`src/rtl/logit_if.sv`:
```
// logit_if: request/response bundle for the logit block.
//   i_in_valid : input sample valid this cycle
//   i_y        : probability, unsigned Q0.16
//   o_x        : logit result, two's-complement Q3.5
//   o_out_valid: o_x valid this cycle
// master drives the probability and consumes the result; slave is the block.
interface logit_if;
  logic        i_in_valid;
  logic [15:0] i_y;
  logic [7:0]  o_x;
  logic        o_out_valid;

  modport master (output i_in_valid, i_y, input o_x, o_out_valid);
  modport slave  (input i_in_valid, i_y, output o_x, o_out_valid);
endinterface

```
`src/rtl/logit.sv`:
```
// logit: inverse of the PWL sigmoid. Maps a Q0.16 probability to the Q3.5
// x whose PWL sigmoid is that probability. Two register stages, one result
// per clock, no backpressure. Built only from counted cells; the summed
// transistor count of every cell instance is reported on `number`.
//   clk    : rising-edge clock
//   rst_n  : asynchronous active-low reset
//   bus    : logit_if.slave (i_in_valid, i_y in; o_x, o_out_valid out)
//   number : total transistor count, constant
module logit (
  input  logic        clk,
  input  logic        rst_n,
  logit_if.slave      bus,
  output logic [50:0] number
);
  // ---------------- stage 1: fold and classify ----------------
  // y' = i_y when i_y[15]=1, else ~i_y; XNOR against the sign bit does both
  // (bit 15 folds to a constant 1).
  logic [15:0]      yf;
  logic [15:0][50:0] n_fold;
  for (genvar i = 0; i < 16; i++) begin : g_fold
    XNOR2 u_x (.a(bus.i_y[i]), .b(bus.i_y[15]), .y(yf[i]), .number(n_fold[i]));
  end

  // Region C: y'[14] & y'[13:10] >= 4'b1011. Region B: y'[14] & ~C. A: rest.
  logic neg_d, r_lo, r_mid, r_hi, reg_c, nreg_c, reg_b;
  logic [6:0][50:0] n_s1;
  INV  u_neg  (.a(bus.i_y[15]),       .y(neg_d),  .number(n_s1[0]));
  AND2 u_rlo  (.a(yf[11]), .b(yf[10]), .y(r_lo),   .number(n_s1[1]));
  OR2  u_rmid (.a(yf[12]), .b(r_lo),   .y(r_mid),  .number(n_s1[2]));
  AND2 u_rhi  (.a(yf[14]), .b(yf[13]), .y(r_hi),   .number(n_s1[3]));
  AND2 u_rc   (.a(r_hi),   .b(r_mid),  .y(reg_c),  .number(n_s1[4]));
  INV  u_rnc  (.a(reg_c),              .y(nreg_c), .number(n_s1[5]));
  AND2 u_rb   (.a(yf[14]), .b(nreg_c), .y(reg_b),  .number(n_s1[6]));

  // Stage-1 bank: {region[1:0] (A=00,B=01,C=10), neg, y'}
  logic [18:0] s1_q;
  logic [2:0][50:0] n_reg;
  REGP #(.W(19)) u_s1 (
    .clk(clk), .rst_n(rst_n), .d({reg_c, reg_b, neg_d, yf}),
    .q(s1_q), .number(n_reg[0])
  );

  // Valid shift register, independent of the data banks.
  logic [2:0] vld_pipe;
  assign vld_pipe[0] = bus.i_in_valid;
  REGP #(.W(2)) u_vld (
    .clk(clk), .rst_n(rst_n), .d(vld_pipe[1:0]), .q(vld_pipe[2:1]),
    .number(n_reg[1])
  );
  assign bus.o_out_valid = vld_pipe[2];

  // ---------------- stage 2: magnitude, saturate, sign ----------------
  logic [15:0] y1;
  logic        neg1;
  logic [1:0]  rg1;
  assign y1   = s1_q[15:0];
  assign neg1 = s1_q[16];
  assign rg1  = s1_q[18:17];

  // y'[15] is always 1 and the low six bits are below every region's LSB.
  logic unused_y1;
  assign unused_y1 = ^{y1[15], y1[5:0]};

  // A: (y'-0x8000)>>9 = y'[13:9].
  // B: (y'-0xA000)>>8 = 0x20 + y'[13:8]; y'[13:8] <= 0x2B so the add only
  //    touches bits 6:5.
  // C: (y'-0xD800)>>6 = y'[13:6] - 0x60; y'[13:11] is 101..111 here, so the
  //    top three bits become {y12&y11, ~(y12&y11), ~y11}.
  logic ny13, ny11, nneg, c7, c6;
  logic [4:0][50:0] n_s2;
  INV   u_n13  (.a(y1[13]),              .y(ny13), .number(n_s2[0]));
  INV   u_n11  (.a(y1[11]),              .y(ny11), .number(n_s2[1]));
  INV   u_nneg (.a(neg1),                .y(nneg), .number(n_s2[2]));
  AND2  u_c7   (.a(y1[12]), .b(y1[11]),  .y(c7),   .number(n_s2[3]));
  NAND2 u_c6   (.a(y1[12]), .b(y1[11]),  .y(c6),   .number(n_s2[4]));

  logic [7:0] a_v, b_v, c_v, m_ab, mag;
  assign a_v = {3'b000, y1[13:9]};
  assign b_v = {1'b0, y1[13], ny13, y1[12:8]};
  assign c_v = {c7, c6, ny11, y1[10:6]};

  logic [7:0][50:0] n_mab, n_mc;
  for (genvar k = 0; k < 8; k++) begin : g_mag
    MUX2 u_ab (.a(a_v[k]),  .b(b_v[k]), .s(rg1[0]), .y(m_ab[k]), .number(n_mab[k]));
    MUX2 u_c  (.a(m_ab[k]), .b(c_v[k]), .s(rg1[1]), .y(mag[k]),  .number(n_mc[k]));
  end

  // mag >= 128 only happens in region C. Clamp to 0x7F when positive and to
  // 0x80 when negative; 0x80 negates to itself, giving -4.0.
  logic [7:0] sat;
  logic [7:0][50:0] n_sat;
  AND2 u_sat7 (.a(mag[7]), .b(neg1), .y(sat[7]), .number(n_sat[7]));
  for (genvar k = 0; k < 7; k++) begin : g_sat
    MUX2 u_m (.a(mag[k]), .b(nneg), .s(mag[7]), .y(sat[k]), .number(n_sat[k]));
  end

  // Two's-complement negate without a carry chain: keep bits up to and
  // including the lowest 1, invert every bit above it. t[k] = |sat[k-1:0].
  // A zero magnitude stays 0x00, so negative zero is free.
  logic [7:1] t, flip;
  logic [7:0] x_d;
  logic [5:0][50:0] n_or;
  logic [6:0][50:0] n_and, n_xor;
  assign t[1]   = sat[0];
  assign x_d[0] = sat[0];
  for (genvar k = 2; k < 8; k++) begin : g_or
    OR2 u_o (.a(t[k-1]), .b(sat[k-1]), .y(t[k]), .number(n_or[k-2]));
  end
  for (genvar k = 1; k < 8; k++) begin : g_neg
    AND2 u_a (.a(neg1),   .b(t[k]),    .y(flip[k]), .number(n_and[k-1]));
    XOR2 u_x (.a(sat[k]), .b(flip[k]), .y(x_d[k]),  .number(n_xor[k-1]));
  end

  REGP #(.W(8)) u_s2 (
    .clk(clk), .rst_n(rst_n), .d(x_d), .q(bus.o_x), .number(n_reg[2])
  );

  // ---------------- transistor total ----------------
  always_comb begin
    number = '0;
    for (int i = 0; i < 16; i++) number += n_fold[i];
    for (int i = 0; i < 7;  i++) number += n_s1[i];
    for (int i = 0; i < 5;  i++) number += n_s2[i];
    for (int i = 0; i < 8;  i++) number += n_mab[i] + n_mc[i] + n_sat[i];
    for (int i = 0; i < 6;  i++) number += n_or[i];
    for (int i = 0; i < 7;  i++) number += n_and[i] + n_xor[i];
    for (int i = 0; i < 3;  i++) number += n_reg[i];
  end
endmodule

// ---------------- cell library ----------------
// Each cell reports its own transistor count on `number`.

// FD2: D flip-flop, rising edge, asynchronous active-low clear.
module FD2 (
  input  logic        clk,
  input  logic        rst_n,
  input  logic        d,
  output logic        q,
  output logic [50:0] number
);
  assign number = 51'd32;
  always_ff @(posedge clk or negedge rst_n) begin
    if (!rst_n) q <= 1'b0;
    else        q <= d;
  end
endmodule

// REGP: W-bit bank of FD2 cells; count is the sum of its flops.
module REGP #(parameter int W = 1) (
  input  logic         clk,
  input  logic         rst_n,
  input  logic [W-1:0] d,
  output logic [W-1:0] q,
  output logic [50:0]  number
);
  logic [W-1:0][50:0] n_bit;
  for (genvar i = 0; i < W; i++) begin : g_ff
    FD2 u_ff (.clk(clk), .rst_n(rst_n), .d(d[i]), .q(q[i]), .number(n_bit[i]));
  end
  always_comb begin
    number = '0;
    for (int i = 0; i < W; i++) number += n_bit[i];
  end
endmodule

module INV (input logic a, output logic y, output logic [50:0] number);
  assign number = 51'd2;
  assign y = ~a;
endmodule

module NAND2 (input logic a, input logic b, output logic y, output logic [50:0] number);
  assign number = 51'd4;
  assign y = ~(a & b);
endmodule

module AND2 (input logic a, input logic b, output logic y, output logic [50:0] number);
  assign number = 51'd6;
  assign y = a & b;
endmodule

module OR2 (input logic a, input logic b, output logic y, output logic [50:0] number);
  assign number = 51'd6;
  assign y = a | b;
endmodule

module XOR2 (input logic a, input logic b, output logic y, output logic [50:0] number);
  assign number = 51'd12;
  assign y = a ^ b;
endmodule

module XNOR2 (input logic a, input logic b, output logic y, output logic [50:0] number);
  assign number = 51'd12;
  assign y = ~(a ^ b);
endmodule

// MUX2: y = s ? b : a
module MUX2 (input logic a, input logic b, input logic s, output logic y,
             output logic [50:0] number);
  assign number = 51'd12;
  assign y = s ? b : a;
endmodule

```
`src/flat_wrapper.sv`:
```
// flat-port wrapper written by rule: the top's interface ports become plain ports
module logit_flat 
  (clk, rst_n, number, bus_i_in_valid, bus_i_y, bus_o_x, bus_o_out_valid);
  logit_if bus_i ();
  input  logic clk;
  input  logic rst_n;
  output logic [50:0] number;
  input wire logic [$bits(bus_i.i_in_valid)-1:0] bus_i_in_valid;
  input wire logic [$bits(bus_i.i_y)-1:0] bus_i_y;
  output wire logic [$bits(bus_i.o_x)-1:0] bus_o_x;
  output wire logic [$bits(bus_i.o_out_valid)-1:0] bus_o_out_valid;
  assign bus_i.i_in_valid = bus_i_in_valid;
  assign bus_i.i_y = bus_i_y;
  assign bus_o_x = bus_i.o_x;
  assign bus_o_out_valid = bus_i.o_out_valid;
  logit u_core (.clk(clk), .rst_n(rst_n), .bus(bus_i), .number(number));
endmodule
```
`config.mk`:
```
export PLATFORM = sky130hd
export DESIGN_NAME = logit_flat
export DESIGN_NICKNAME = d
export VERILOG_FILES = /design/src/rtl/logit_if.sv /design/src/rtl/logit.sv /design/src/flat_wrapper.sv
export SDC_FILE = /design/constraint.sdc
export NUM_CORES = 1
export LEC_CHECK = 0
export CAP_MARGIN = 40
export CORE_ASPECT_RATIO = 1.4
export CORE_MARGIN = 2
export CORE_UTILIZATION = 63
export DETAILED_ROUTE_END_ITERATION = 7
export DONT_BUFFER_PORTS = 1
export PLACE_DENSITY = 0.79
export SKIP_CTS_REPAIR_TIMING = 1
export SYNTH_ARGS = -nofsm -noshare
export SYNTH_HDL_FRONTEND = slang
export SYNTH_SLANG_ARGS = --single-unit
```
`constraint.sdc`:
```
create_clock -name clk -period 2.19 [get_ports clk]
set_input_delay 0.438 -clock clk [delete_from_list [all_inputs] [get_ports clk]]
set_output_delay 0.438 -clock clk [all_outputs]
set_load 0.05 [all_outputs]
```
==> results of run 1 <==
kinds of logic (layout without fill, tap and decap cells):
group | Yosys count | after routing
AOI/OAI and AO/OA | 37 | 37
xor gates and xnor gates | 14 | 14
buffers and inverters | 71 | 12
DFF | 21 | 21
muxes | 3 | 3
other | 2 | 51
and+or+nand+nor | 36 | 36
worst register-to-register path, stage by stage, from the launching register on:
cell and delay [ps]:
dfrtp_1 570, buf_4 290, a32oi_4 120, a2111oi_4 370, mux2_4 330, o211ai_2 70
metal layers:
layer	wire (um)	track usage	vias up
li1	-	-	481
met1	839	0.2021	482
met2	1324	0.2804	49
met3	147	0.02198	5
met4	53	0.09459	0
met5	0	0	-
layout make-up:
class | instances | area [sq um] | area share
clock inverters | 1 | 5.005 | 0.003407
clock buffers | 3 | 22.52 | 0.01533
multi-input cells | 141 | 827.0 | 0.5630
inverters | 5 | 18.77 | 0.01278
repair buffers | 3 | 25.02 | 0.01704
well taps | 36 | 45.04 | 0.03066
flip-flops and latches | 21 | 525.5 | 0.3578
flip-flops by register name (all words and copies together) (netlist names):
register	flops
u_core.u_s1.g_ff.u_ff.q	11
u_core.u_vld.g_ff.u_ff.q	2
u_core.u_s2.g_ff.u_ff.q	8
power by group:
| part | switching (W) | internal, W |
|---|---|---|
| registers | 0.000154 | 0.000434 |
| logic | 0.000298 | 0.0000963 |
| clock network | 0.000120 | 0.0000683 |
| total | 0.000573 | 0.000598 |
through the flow:
step | std cells | hold WS [ps] | utilization | total power [W]
after floorplan | 233 | 142.4 | - | 0.001068
after global placement | 205 | 142.8 | 0.5532 | 0.0009684
after detailed placement | 205 | 142.9 | 0.5532 | 0.0009814
after CTS | 209 | -200.9 | 0.5638 | 0.001165
after global routing | 210 | 109.4 | 0.5677 | 0.001239
final | 210 | 139.8 | 0.5677 | 0.001172
cell usage in the layout (no fill, tap or decap), types with 2 or more instances in the layout:
cell	netlist	routed
a21o_1	2	2
a22oi_1	2	2
buf_4	60	2
o22ai_1	2	2
conb_1	2	51
nor2_1	11	11
mux2i_1	2	2
xnor2_1	13	13
o21a_1	2	2
o31ai_1	2	2
nand2_1	13	13
o21ai_0	6	6
clkbuf_4	0	3
inv_1	5	5
dfrtp_1	21	21
a21oi_1	9	9
path summary, 6_finish.rpt:
check                                               to  slack [ps]  depth (start not counted)
max                         u_core.u_s2.g_ff[5].u_ff.q         380                          5
max in group asynchronous  u_core.u_s1.g_ff[13].u_ff.q         990                          1
min reg2reg                u_core.u_vld.g_ff[1].u_ff.q         360                          0
min in group asynchronous   u_core.u_s2.g_ff[4].u_ff.q         670                          1
min                        u_core.u_vld.g_ff[0].u_ff.q         140                          0
max reg2reg                 u_core.u_s2.g_ff[5].u_ff.q         380                          5
==> impl_metrics.env, run 1 <==
export IMPL_synth_top_cell_area_share=0.3127
export IMPL_cts_tree="yes"
export IMPL_dp_slack_ps=423.0
export IMPL_setup_viol=0
export IMPL_fill_cells=247
export IMPL_drv_cap=0
export IMPL_drt_wl_total_mm=2.364
export IMPL_cp_arrival_ps=2050
export IMPL_max_slew_margin=0.4241
export IMPL_drtIter0Drc=19
export IMPL_clock_skew_ps=4.090
export IMPL_portBuffers=0
export IMPL_hold_violations=0
export IMPL_synthCells=184
export IMPL_grt_max_degree=22
export IMPL_clockBufferDepth=2
export IMPL_crit_family="flip-flops"
export IMPL_fin_crit_sh=0.8275
export IMPL_clk_pin_slew_ps=120
export IMPL_worstMarginPinSlew_ps=861.1
export IMPL_synth_mux_area_frac=0.02085
export IMPL_placed_area_sq_um=1431
export IMPL_globalplace_congestion=0.8718
export IMPL_synth_area_per_cell_sq_um=9.132
export IMPL_antenna_found_initial=0
export IMPL_cp_slowest_cell="dfrtp_1"
export IMPL_die_area_sq_um=3102
export IMPL_min_period_ps=1812
export IMPL_clockRootBuffer="clkbuf_4"
export IMPL_dr_total_vias=1017
export IMPL_nets=194
export IMPL_n_antenna_cell=0
export IMPL_drc_errors=0
export IMPL_async_reset_ff_frac=1.000
export IMPL_synth_common_cells="buf_4 (60), dfrtp_1 (21), nand2_1 (13), xnor2_1 (13), nor2_1 (11)"
export IMPL_r2r_start="u_core.u_s1.g_ff[18].u_ff.q"
export IMPL_postLayoutCellArea_sq_um=1469
export IMPL_setup_tns_ps=0
export IMPL_hpwlAfterDp_mm=1.855
export IMPL_grt_pass1_vias=939
export IMPL_grt_pass1_wl_mm=3.870
export IMPL_synth_simple_area_share=0.1035
export IMPL_fp_row_count=22
export IMPL_dieWidth_um=47.65
export IMPL_hold_path_startpoint="bus_i_in_valid"
export IMPL_syn2layout_area_growth_pct=-12.58
export IMPL_p_per_area_nw_per_um2=797.6
export IMPL_required_ps=2430
export IMPL_cts_sinks=21
export IMPL_ys_ff_latch=21
export IMPL_slowest_delay_ps=570
export IMPL_cp_buffers_inverters=1
export IMPL_drive_gt1_frac=0.1092
export IMPL_wl_per_cell_um=11.26
export IMPL_start_util=0.6494
export IMPL_cp_start_kind="flip-flop"
export IMPL_status="completed"
export IMPL_layout_setup_ws_ps=377.7
export IMPL_hp_class="input port to flip-flop"
export IMPL_synth_adder_area_share=0
export IMPL_ys_seq_area_frac=0.3127
export IMPL_die_y_um=65.11
export IMPL_cts_buffers=3
export IMPL_grt_ovfl_total=0
export IMPL_coreArea_sq_um=2587
export IMPL_detail_route_antenna_nets=0
export IMPL_synth_top_family_by_area="buffers and inverters"
export IMPL_irDropWorstVdd_v=0.0005081
export IMPL_grt_use_total=0.1698
export IMPL_synthFlopType="dfrtp_1"
export IMPL_synth_compound_area_frac=0.1809
export IMPL_worstPathMaxFanout=15
export IMPL_p_leak_nw=0.6627
export IMPL_criticalPathCategory="flip-flop to flip-flop"
export IMPL_synth_area_leaders="dfrtp_1 (31%), buf_4 (27%), xnor2_1 (6.8%)"
export IMPL_ys_types=45
export IMPL_synth_area_leader_cell="dfrtp_1"
export IMPL_firstDrtPassIters=4
export IMPL_netlist_area_sq_um=1680
export IMPL_path_cells="buf_4 > a32oi_4 > a2111oi_4 > mux2_4 > o211ai_2"
export IMPL_clock_latency_ps=310
export IMPL_synth_xor_xnor_area_share=0.07297
export IMPL_yosys_warnings=0
export IMPL_ctsHtreeMaxLevel=1
export IMPL_synth_edf_count=0
export IMPL_drv_slew=0
export IMPL_crit_start="u_core.u_s1.g_ff[18].u_ff.q"
export IMPL_synth_most_common_cell="buf_4"
export IMPL_fmax_mhz=551.8
export IMPL_pin_count=79
export IMPL_via_per_inst=4.843
export IMPL_rsz0062_at_grt="no"
export IMPL_end_kind="flip-flop"
(Power assumes the default switching activity.)
==> inputs of run 2 (changes only) <==
--- a/config.mk
+++ b/config.mk
@@ -8,10 +8,10 @@
 export CAP_MARGIN = 40
 export CORE_ASPECT_RATIO = 1.4
 export CORE_MARGIN = 2
-export CORE_UTILIZATION = 63
+export CORE_UTILIZATION = 57
 export DETAILED_ROUTE_END_ITERATION = 7
 export DONT_BUFFER_PORTS = 1
-export PLACE_DENSITY = 0.79
+export PLACE_DENSITY = 0.75
 export SKIP_CTS_REPAIR_TIMING = 1
 export SYNTH_ARGS = -nofsm -noshare
 export SYNTH_HDL_FRONTEND = slang
==> constraint.sdc (replaced) <==
create_clock -name clk -period 1.63 [get_ports clk]
set_input_delay 0.326 -clock clk [delete_from_list [all_inputs] [get_ports clk]]
set_output_delay 0.326 -clock clk [all_outputs]
set_load 0.05 [all_outputs]
==> impl_metrics.env, run 2 (synthesized netlist as in run 1, its figures left out) <==
export IMPL_status="finished with violations"
export IMPL_violations="setup timing"
export IMPL_grt_ovfl_total=0
export IMPL_n_antenna_cell=0
export IMPL_intPower_w=0.0009534
export IMPL_max_slew_margin=0.4115
export IMPL_syn2layout_area_growth_pct=0.07427
export IMPL_cts_buffers=3
export IMPL_largest_register="u_core.u_s1.g_ff.u_ff.q"
export IMPL_crit_start="u_core.u_s1.g_ff[18].u_ff.q"
export IMPL_final_cells=230
export IMPL_coreArea_sq_um=2849
export IMPL_worstMarginPinSlew_ps=879.8
export IMPL_detail_route_antenna_nets=0
export IMPL_worstPathMaxFanout=5
export IMPL_worstReg2RegEnd="u_core.u_s2.g_ff[5].u_ff.q"
export IMPL_start_util=0.5898
export IMPL_r2r_cells=6
export IMPL_cp_arrival_ps=1810
export IMPL_power_switching_w=0.0008098
export IMPL_antenna_found_initial=0
export IMPL_portBuffers=0
export IMPL_rsz0062_at_grt="yes"
export IMPL_fmax_mhz=601.0
export IMPL_drv_slew=0
export IMPL_layout_setup_ws_ps=-34.03
export IMPL_critPathCapture="u_core.u_s2.g_ff[5].u_ff.q"
export IMPL_placed_area_sq_um=1588
export IMPL_dr_total_vias=1070
export IMPL_hold_depth=0
export IMPL_combPwrFrac=0.360
export IMPL_r2r_start="u_core.u_s1.g_ff[18].u_ff.q"
export IMPL_pin_count=79
export IMPL_grt_max_degree=22
export IMPL_end_kind="flip-flop"
export IMPL_postLayoutCellArea_sq_um=1682
export IMPL_clockRootBuffer="clkbuf_8"
export IMPL_clock_skew_ps=1.126
export IMPL_cts_sinks=21
export IMPL_drt_wl_total_mm=2.617
export IMPL_p_leak_nw=0.7694
export IMPL_drtIter0Drc=14
export IMPL_hpwlAfterDp_mm=2.142
export IMPL_die_area_sq_um=3405
export IMPL_swShare=0.4593
export IMPL_clock_latency_ps=270
export IMPL_die_y_um=68.25
export IMPL_r2r_setup_slack_ps=-30
export IMPL_drive_gt1_frac=0.2176
export IMPL_min_period_ps=1664
export IMPL_drc_errors=0
export IMPL_p_per_area_nw_per_um2=1049
export IMPL_drv_cap=0
export IMPL_fp_row_count=23
export IMPL_firstDrtPassIters=4
export IMPL_wl_per_cell_um=11.38
export IMPL_reg_largest_list="u_core.u_s1.g_ff.u_ff.q x11, u_core.u_s2.g_ff.u_ff.q x8, u_core.u_vld.g_ff.u_ff.q x2"
export IMPL_dp_cells=225
export IMPL_grt_use_total=0.1607
export IMPL_via_per_inst=4.652
export IMPL_largest_reg_flops=11
export IMPL_ctsHtreeMaxLevel=1
export IMPL_hp_class="input port to flip-flop"
export IMPL_final_common_cell="conb_1"
export IMPL_required_ps=1780
export IMPL_globalplace_congestion=0.8680
export IMPL_grt_pass1_wl_mm=4.057
export IMPL_hold_violations=0
export IMPL_slowest_delay_ps=450
export IMPL_dp_slack_ps=-53.03
export IMPL_timing_hold_ws_ps=79.35
export IMPL_fin_crit_sh=1.021
export IMPL_grt_pass1_vias=985
export IMPL_setup_viol=1
export IMPL_clockBufferDepth=2
export IMPL_dieWidth_um=49.89
export IMPL_cts_tree="yes"
export IMPL_cp_slowest_cell="dfrtp_2"
export IMPL_clk_pin_slew_ps=80
export IMPL_layout_common_cells="conb_1 (51), buf_4 (18), dfrtp_1 (18)"
export IMPL_seqPwrFrac=0.439
export IMPL_setup_tns_ps=-34.03
export IMPL_nets=213
export IMPL_irDropWorstVdd_v=0.0007448
export IMPL_path_cells="buf_6 > nor4_4 > nor2_1 > a211oi_2 > xnor2_1 > o211ai_2"
export IMPL_criticalPathCategory="flip-flop to flip-flop"
export IMPL_cp_start_kind="flip-flop"
export IMPL_power_frac_clock=0.201
-- run 2: through the flow --
step | power [W] | utilization
final | 0.001763 | 0.5903
after global routing | 0.001857 | 0.5903
after detailed placement | 0.001393 | 0.5573
after global placement | 0.001380 | 0.5573
after floorplan | 0.001436 | -
after CTS | 0.001753 | 0.5744
-- run 2: area by class of cell --
type | instances | area, sq um
fillers | 259 | 1167
multi-input cells | 141 | 850.8
flip-flops and latches | 21 | 529.3
repair buffers | 22 | 187.7
well taps | 37 | 46.29
clock buffers | 3 | 41.29
inverters | 5 | 18.77
clock inverters | 1 | 7.507
-- run 2: power groups by stage --
stage                     sequential [W]  combinational, W  clock (W)
final                           0.000774          0.000635   0.000354
after global routing            0.000784          0.000681   0.000392
after CTS                       0.000770          0.000612   0.000371
after detailed placement        0.000782          0.000612          0
after global placement          0.000779          0.000601          0
after floorplan                 0.000636          0.000800          0
-- run 2: layer usage --
layer | vias to the layer above | GRT usage | routed length, um
met1 | 508 | 0.1468 | 887
met5 | - | 0 | 0
met2 | 39 | 0.3150 | 1548
li1 | 516 | - | -
met3 | 7 | 0.03275 | 108
met4 | 0 | 0.1111 | 72
-- run 2: worst min path at each step --
stage,start,end,slack (ps)
floorplan,rst_n,u_core.u_s1.g_ff[10].u_ff.q,30
global placement,rst_n,u_core.u_s2.g_ff[2].u_ff.q,30
detailed placement,rst_n,u_core.u_s2.g_ff[2].u_ff.q,30
CTS,rst_n,u_core.u_s2.g_ff[7].u_ff.q,-270
global route,bus_i_in_valid,u_core.u_vld.g_ff[0].u_ff.q,60
finish,bus_i_in_valid,u_core.u_vld.g_ff[0].u_ff.q,80
-- run 2: worst max-delay path, delay by kind of cell (launching register included) --
family	cells	cell delay, ps
and+or+nand+nor	2	370
xor gates and xnor gates	1	170
AOI/OAI and AO/OA	2	420
DFF	1	450
buffers and inverters	1	130
==> inputs of run 3 (changes only) <==
--- a/config.mk
+++ b/config.mk
@@ -8,10 +8,10 @@
 export CAP_MARGIN = 40
 export CORE_ASPECT_RATIO = 1.4
 export CORE_MARGIN = 2
-export CORE_UTILIZATION = 57
+export CORE_UTILIZATION = 55
 export DETAILED_ROUTE_END_ITERATION = 7
 export DONT_BUFFER_PORTS = 1
-export PLACE_DENSITY = 0.75
+export PLACE_DENSITY = 0.73
 export SKIP_CTS_REPAIR_TIMING = 1
 export SYNTH_ARGS = -nofsm -noshare
 export SYNTH_HDL_FRONTEND = slang
==> impl_metrics.env, run 3 (synthesized netlist as in run 1, its figures left out) <==
export IMPL_status="finished with violations"
export IMPL_violations="setup timing"
export IMPL_largest_reg_flops=11
export IMPL_pin_count=79
export IMPL_max_slew_margin=0.4092
export IMPL_grt_max_degree=22
export IMPL_firstDrtPassIters=4
export IMPL_die_y_um=69.40
export IMPL_grt_use_total=0.1579
export IMPL_final_common_cell="conb_1"
export IMPL_start_util=0.5839
export IMPL_worstMarginPinSlew_ps=883.3
export IMPL_cts_tree="yes"
export IMPL_drt_wl_total_mm=2.716
export IMPL_cts_sinks=21
export IMPL_layout_setup_ws_ps=-61.26
export IMPL_irDropWorstVdd_v=0.0005455
export IMPL_required_ps=1810
export IMPL_hold_violations=0
export IMPL_fp_row_count=23
export IMPL_nets=214
export IMPL_grt_pass1_vias=1071
export IMPL_portBuffers=0
export IMPL_globalplace_congestion=0.8993
export IMPL_p_leak_nw=0.7732
export IMPL_antenna_found_initial=0
export IMPL_dp_slack_ps=-46.23
export IMPL_rsz0062_at_grt="yes"
export IMPL_p_per_area_nw_per_um2=1036
export IMPL_drive_gt1_frac=0.2216
export IMPL_ctsHtreeMaxLevel=1
export IMPL_clockRootBuffer="clkbuf_8"
export IMPL_hp_class="input port to flip-flop"
export IMPL_die_area_sq_um=3520
export IMPL_grt_pass1_wl_mm=4.409
export IMPL_n_antenna_cell=0
export IMPL_clockBufferDepth=2
export IMPL_fill_cells=269
export IMPL_via_per_inst=4.623
export IMPL_dr_total_vias=1068
export IMPL_drc_errors=0
export IMPL_detail_route_antenna_nets=0
export IMPL_reg_largest_list="u_core.u_s1.g_ff.u_ff.q x11, u_core.u_s2.g_ff.u_ff.q x8, u_core.u_vld.g_ff.u_ff.q x2"
export IMPL_fin_crit_sh=1.038
export IMPL_dieWidth_um=50.72
export IMPL_end_kind="flip-flop"
export IMPL_worstPathMaxFanout=4
export IMPL_hpwlAfterDp_mm=2.183
export IMPL_cts_buffers=3
export IMPL_clock_latency_ps=250
export IMPL_min_period_ps=1691
export IMPL_cp_arrival_ps=1870
export IMPL_wl_per_cell_um=11.76
export IMPL_largest_register="u_core.u_s1.g_ff.u_ff.q"
export IMPL_clk_pin_slew_ps=70
export IMPL_drtIter0Drc=16
export IMPL_criticalPathCategory="flip-flop to flip-flop"
export IMPL_drv_slew=0
export IMPL_grt_ovfl_total=0
export IMPL_cp_start_kind="flip-flop"
export IMPL_layout_common_cells="conb_1 (51), buf_4 (19), dfrtp_1 (19)"
export IMPL_setup_tns_ps=-73.68
export IMPL_fmax_mhz=591.3
export IMPL_drv_cap=0
export IMPL_final_core_util=0.5878
export IMPL_syn2layout_area_growth_pct=0.6700
export IMPL_coreArea_sq_um=2878
export IMPL_clock_skew_ps=0.7233
export IMPL_setup_viol=2
-- run 3: power breakdown --
| part | total (W) | internal (W) | switching (W) |
|---|---|---|---|
| Combinational | 0.000650 | 0.000200 | 0.000450 |
| Clock | 0.000329 | 0.000174 | 0.000156 |
| Sequential | 0.000773 | 0.000584 | 0.000189 |
| Total | 0.00175 | 0.000958 | 0.000794 |
-- run 3: final cells by class --
type | count | area, sq um | area share
Inverter | 5 | 18.77 | 0.01109
Tap cell | 37 | 46.29 | 0.02737
Sequential cell | 21 | 528.0 | 0.3121
Multi-Input combinational cell | 141 | 867.1 | 0.5126
Clock buffer | 4 | 45.04 | 0.02663
Timing Repair Buffer | 23 | 186.4 | 0.1102
-- run 3: path summary, 6_finish.rpt --
kind	end	startpoint	slack [ps]	cells past startpoint
worst max-delay path	u_core.u_s2.g_ff[5].u_ff.q	u_core.u_s1.g_ff[18].u_ff.q	-60	4
worst min-delay path	u_core.u_vld.g_ff[0].u_ff.q	bus_i_in_valid	100	0
worst max register to register	u_core.u_s2.g_ff[5].u_ff.q	u_core.u_s1.g_ff[18].u_ff.q	-60	4
worst min register to register	u_core.u_vld.g_ff[1].u_ff.q	u_core.u_vld.g_ff[0].u_ff.q	360	0
max in group asynchronous	u_core.u_s1.g_ff[12].u_ff.q	rst_n	390	1
min in group asynchronous	u_core.u_s2.g_ff[4].u_ff.q	rst_n	640	1
-- run 3: worst max-delay path, stage by stage, from the launching register on --
cell	delay [ps]
dfrtp_2	450
or3_4	390
a2111oi_4	370
mux2_4	340
o211ai_2	60
-- run 3: routing by layer --
metal	share of wire	wire [um]	track usage
met1	0.32	881	0.1366
met4	0.0074	20	0.06907
met3	0.045	123	0.02155
met5	0	0	0
met2	0.62	1690	0.3304
-- run 3: through the flow --
step,cell area [sq um],power (W),hold WS [ps],instances
6_report,1692,0.001752,96.45,231
5_1_grt,1692,0.001839,78.85,231
4_1_cts,1613,0.001715,-248.2,228
3_5_place_dp,1568,0.001382,30.82,224
3_3_place_gp,1568,0.001368,30.84,224
2_1_floorplan,1864,0.001436,30.41,233
